===== config.mk =====
export PLATFORM = sky130hd
export DESIGN_NAME = cpu_control
export DESIGN_NICKNAME = d
export VERILOG_FILES = /design/src/rtl/cpu_pkg.sv /design/src/rtl/jump_eval.sv /design/src/rtl/cpu_control.sv
export SDC_FILE = /design/constraint.sdc
export NUM_CORES = 1
export LEC_CHECK = 0
export ABC_AREA = 1
export CORE_MARGIN = 3
export CORE_UTILIZATION = 52
export CTS_BUF_LIST = sky130_fd_sc_hd__clkbuf_16
export DETAILED_ROUTE_END_ITERATION = 8
export PLACE_DENSITY_LB_ADDON = 0.25
export SETUP_SLACK_MARGIN = 0.4
export SLEW_MARGIN = 20
export SYNTH_ARGS = -nofsm -noshare
export SYNTH_HDL_FRONTEND = slang
export SYNTH_SLANG_ARGS = --single-unit

===== constraint.sdc =====
create_clock -name clk -period 4 [get_ports clk]
set_input_delay 1.2 -clock clk [delete_from_list [all_inputs] [get_ports clk]]
set_output_delay 1.2 -clock clk [all_outputs]
set_load 0.005 [all_outputs]

===== src/rtl/cpu_pkg.sv =====
// Shared definitions for the cpu_control slice: FSM states and instruction field positions.
package cpu_pkg;

    typedef enum logic [1:0] {
        FETCH,
        READ,
        EXEC,
        WRITE
    } state_t;

    localparam int unsigned TYPE_BIT = 15;
    localparam int unsigned A_BIT    = 12;
    localparam int unsigned COMP_HI  = 11;
    localparam int unsigned COMP_LO  = 6;
    localparam int unsigned DEST_HI  = 5;
    localparam int unsigned DEST_LO  = 3;
    localparam int unsigned JUMP_HI  = 2;
    localparam int unsigned JUMP_LO  = 0;

    // Individual destination bits inside the dest field.
    localparam int unsigned DEST_A = 5;
    localparam int unsigned DEST_D = 4;
    localparam int unsigned DEST_M = 3;

endpackage


===== src/rtl/jump_eval.sv =====
// Jump condition evaluation from the j field and ALU flags (j[2]=lt, j[1]=eq, j[0]=gt).
module jump_eval (
    input  logic [2:0] j,
    input  logic       zr,
    input  logic       ng,
    output logic       take
);

    assign take = (j[2] & ng) | (j[1] & zr) | (j[0] & ~ng & ~zr);

endmodule


===== src/rtl/cpu_control.sv =====
// Multi-cycle control unit for a Hack-style CPU with an external ALU and handshaked memory.
module cpu_control
    import cpu_pkg::*;
#(
    parameter int unsigned WIDTH = 16
) (
    input  logic             clk,
    input  logic             rst,
    input  logic [WIDTH-1:0] instr_in,
    input  logic             instr_valid,
    output logic             fetch_req,
    output logic [WIDTH-1:0] pc_out,
    output logic [WIDTH-1:0] addr_m,
    input  logic [WIDTH-1:0] mem_in,
    output logic             read_m,
    output logic             write_m,
    output logic [WIDTH-1:0] mem_out,
    input  logic             mem_ready,
    output logic [WIDTH-1:0] alu_x,
    output logic [WIDTH-1:0] alu_y,
    output logic             zx,
    output logic             nx,
    output logic             zy,
    output logic             ny,
    output logic             f,
    output logic             no,
    input  logic [WIDTH-1:0] alu_result,
    input  logic             zr,
    input  logic             ng
);

    state_t           state;
    state_t           next_state;
    logic [WIDTH-1:0] a_reg;
    logic [WIDTH-1:0] d_reg;
    logic [WIDTH-1:0] pc;
    logic [WIDTH-1:0] ir;
    logic [WIDTH-1:0] m_reg;
    logic [WIDTH-1:0] mem_out_reg;
    logic [WIDTH-1:0] wr_addr;
    logic [WIDTH-1:0] a_load;
    logic [WIDTH-1:0] pc_inc;
    logic             fetch_q;
    logic             read_q;
    logic             write_q;
    logic             is_c;
    logic             take;

    assign is_c   = ir[TYPE_BIT];
    assign pc_inc = pc + WIDTH'(1);

    always_comb begin
        a_load           = ir;
        a_load[TYPE_BIT] = 1'b0;
    end

    jump_eval u_jump_eval (
        .j    (ir[JUMP_HI:JUMP_LO]),
        .zr   (zr),
        .ng   (ng),
        .take (take)
    );

    // fetch_q is cleared by reset, so the first FETCH after reset spends one
    // cycle without a request and cannot accept an instruction.
    always_comb begin
        next_state = state;
        case (state)
            FETCH: if (fetch_q && instr_valid)
                       next_state = (instr_in[TYPE_BIT] && instr_in[A_BIT]) ? READ : EXEC;
            READ:  if (mem_ready) next_state = EXEC;
            EXEC:  next_state = (is_c && ir[DEST_M]) ? WRITE : FETCH;
            WRITE: if (mem_ready) next_state = FETCH;
            default: next_state = FETCH;
        endcase
    end

    always_ff @(posedge clk) begin
        if (rst) begin
            state       <= FETCH;
            fetch_q     <= 1'b0;
            read_q      <= 1'b0;
            write_q     <= 1'b0;
            a_reg       <= '0;
            d_reg       <= '0;
            pc          <= '0;
            ir          <= '0;
            m_reg       <= '0;
            mem_out_reg <= '0;
            wr_addr     <= '0;
        end else begin
            state   <= next_state;
            fetch_q <= (next_state == FETCH);
            read_q  <= (next_state == READ);
            write_q <= (next_state == WRITE);
            case (state)
                FETCH: if (fetch_q && instr_valid) ir <= instr_in;
                READ:  if (mem_ready) m_reg <= mem_in;
                EXEC: begin
                    if (!is_c) begin
                        a_reg <= a_load;
                        pc    <= pc_inc;
                    end else begin
                        // Jump target and write address both use A as it was before this edge.
                        if (ir[DEST_A]) a_reg <= alu_result;
                        if (ir[DEST_D]) d_reg <= alu_result;
                        pc <= take ? a_reg : pc_inc;
                        if (ir[DEST_M]) begin
                            mem_out_reg <= alu_result;
                            wr_addr     <= a_reg;
                        end
                    end
                end
                default: ;
            endcase
        end
    end

    assign fetch_req = fetch_q;
    assign read_m    = read_q;
    assign write_m   = write_q;
    assign pc_out    = pc;
    assign mem_out   = mem_out_reg;
    assign addr_m    = (state == WRITE) ? wr_addr : a_reg;
    assign alu_x     = d_reg;
    assign alu_y     = ir[A_BIT] ? m_reg : a_reg;

    always_comb begin
        {zx, nx, zy, ny, f, no} = '0;
        if (state == EXEC && is_c)
            {zx, nx, zy, ny, f, no} = ir[COMP_HI:COMP_LO];
    end

endmodule


==> impl_results.md <==
* Post-Synth XOR/XNOR Area at 0.3387%
* Distinct cells, synth at 28
* Vias at 5,702
* Largest net degree at the start of global routing at 83
* Clock Power Share at 51.5%
* Clock Sinks at 117
* Initial antenna violation count at 0
* Setup CP Type: reg -> out
* Adder-cell share of the synthesized area at 0.2420%
* Leading cell types in the layout, fill and taps excluded: 142 x clkdlybuf4s50_1, 140 x nand2_1, 136 x nor2_1
* Gr ovfl total at 0
* Root Driver: clkbuf_16
* CTS tree: done
* Internal power at 2.349 mW
* Yosys warns at 0
* Number of max-cap violations at 0
* First drt pass iteration count at 6
* CP endpoint kind: output port
* Register bit count reported by yosys at 117
* P_leak at 2.827 nW
* Die W at 105.7 um
* # fillers at 681
* Synth Area in Simple Gates at 25.62%
* Comb pwr share at 8.8%
* Vias in the first global route at 5,482
* Core Area at 0.009459 mm^2
* Mapped Area at 0.005171 mm^2
* Hold crit path type: reg -> reg
* Proportion of layout cells with a drive suffix above 1 at 5.928%
* Endpoints failing hold at 0
* Seq/Total Area, Yosys at 45.29%
* Power Density at 421.9 mW/mm^2
* Setup Fix Bufs, Post-CTS at 0
* Final setup vio count at 0
* Aggregate global-route resource usage at 29.31%
* Max rail drop VDD at 0.0002502 V
* Starting density of the core at 54.67%
* NetSw at 0.7071 mW
* Tcrit/Tclk final at 85.48%
* Dpl cells at 990
* Status: finished clean
* Final total power at 3.056 mW
* Die height at 105.7 um
* Yosys top cell area share at 45.29%
* Number of I/O pins at 143
* Clock transition at path regs at 0.05 ns
* Sw frac at 23.14%
* Power share of the sequential group at 39.8%
* Initial DRC Count at 483
* Unrepaired setup endpoints after global routing: false
* Die area at 0.01118 mm^2
* Final-stage net count at 936
* Multiplexer share of the synthesized area at 0%
* Max Buffers Root-to-Sink at 2
* CP top delay family: buffers and inverters
* Compound-Gate Fraction of Synth Area at 20.01%
* Hold_ws at 0.4749 ns
* First-pass GRT wire length at 26,610 um
* Clock buffer count from CTS at 17
* Port buffer count at 142
* Antenna Violating Nets Remaining at 0
* CTS H-tree lvls at 4
* Post-Synthesis Cells at 755
* Hold_buf cts at 0
* Clock Skew at 0.006488 ns
* Commonest non-fill, non-tap cell in the layout: clkdlybuf4s50_1
* DRC Markers at 0
* Total wire length at 16,720 um
* Std cell rows at 35
* Startpoint types: flip-flop
* Largest family of logic cells by synthesized area: simple AND/OR/NAND/NOR gates
* Avg Cell Area, Syn at 6.849 um^2
* Max Slew Vio Count at 0
* Diodes inserted at 0
* Wire per inst at 16.34 um
* Leading cell types by total area after synthesis: dfxtp_1 45%, o21ai_0 12%, nand2_1 10%
* Layout Cells excl Fill at 1,023
* CP Data Required Time at 2.80 ns
* Bufs and invs on worst path at 2
* Max frequency at 292.5 MHz
* Crit path max fanout at 15
* Critical path arrival at 2.22 ns
* Worst-Margin Slew at 0.7954 ns
* Gp weighted congestion at 0.8623
* Clk_lat worst skew at 0.40 ns
* Crit-path slowest cell: clkdlybuf4s50_1
* DP HPWL at 11,120 um
* Syn Nets at 810
* Syn-to-layout area delta at 40.09%
* Vias per cell at 5.574
* CP cell instances: nand2_1, clkinvlp_4, o21ai_0, clkdlybuf4s50_1
* Setup TNS Final at 0 ns
* Worst slew margin at 46.91%
* CP max stage delay at 0.54 ns
* Fin crit period at 3.419 ns
* Synth area leader: dfxtp_1
-- area by class of cell --
class                   count  area, um^2  area share [%]
well taps                 129       161.4           2.228
repair buffers            150        1494           20.62
repair inverters            1       7.507          0.1036
inverters                  62       236.5           3.264
flip-flops and latches    117        2342           32.33
multi-input cells         532        2390           32.99
clock buffers              17       425.4           5.872
clock inverters            15       187.7           2.591
-- final timing paths --
check                           endpoint  slack [ns]  depth (start not counted)                    from
setup reg to reg       read_m$_SDFF_PP0_        1.78                         10     state[1]$_SDFF_PP0_
setup / recovery              addr_m[11]        0.58                          4     state[0]$_SDFF_PP0_
hold / removal    a_reg[15]$_SDFFE_PP0P_        0.47                          2  a_reg[15]$_SDFFE_PP0P_
hold reg to reg   a_reg[15]$_SDFFE_PP0P_        0.47                          2  a_reg[15]$_SDFFE_PP0P_
-- kinds of logic (layout without fill, tap and decap cells) --
group | count (synthesis) | in the layout
xor gates and xnor gates | 2 | 2
DFF | 117 | 117
and+or+nand+nor | 327 | 327
AOI/OAI and AO/OA | 202 | 202
buffers and inverters | 106 | 245
adders and majority gates | 1 | 1
-- worst min-delay path: stages (launching register included) --
cell	delay (ns)
dfxtp_1	0.31
nand2_1	0.06
a21oi_1	0.06
-- stage by stage --
stage / setup WS [ns] / instance area, um^2 / utilization [%]
global placement: 0.9194 / 6620 / 69.99
finish: 0.5809 / 7244 / 76.59
CTS: 0.4649 / 7237 / 76.51
floorplan: 1.701 / 5171 / -
global route: 0.4514 / 7244 / 76.59
detailed placement: 0.8408 / 6620 / 69.99
-- metal layers --
metal / routed length [um] / vias up / track usage [%]
li1: - / 2710 / -
met1: 6094 / 2596 / 33.74
met2: 8367 / 334 / 52.60
met3: 1711 / 62 / 6.920
met4: 541 / 0 / 10.82
met5: 0 / - / 0
-- power by group through the flow --
stage | registers, mW | clock network, mW | logic [mW]
6_report | 1.22 | 1.57 | 0.268
5_1_grt | 1.22 | 1.63 | 0.290
4_1_cts | 1.21 | 1.57 | 0.264
3_5_place_dp | 1.24 | 0 | 0.260
3_3_place_gp | 1.24 | 0 | 0.255
2_1_floorplan | 1.23 | 0 | 0.123
-- synthesized netlist by cell type --
cell / count
nand2_1: 140
nor2_1: 136
o21ai_0: 123
dfxtp_1: 117
inv_1: 58
a21oi_1: 54
nand3_1: 38
clkbuf_1: 23
buf_2: 17
o21ai_1: 14
a31oi_1: 6
inv_2: 4
nand4_1: 4
nor2_4: 3
a21oi_2: 2
buf_6: 2
nor2_2: 2
nor3_1: 2
a211oi_1: 1
buf_4: 1
clkbuf_2: 1
ha_1: 1
nand2_4: 1
o211ai_1: 1
o21ai_2: 1
or2_1: 1
xnor2_1: 1
xor2_1: 1
-- timing repair --
item,4_1_cts,5_1_grt
hold endpoints to repair,0,0
resized for setup,1,1
cloned,0,1
endpoints found under the setup margin,6,6
(Power assumes the default switching activity.)
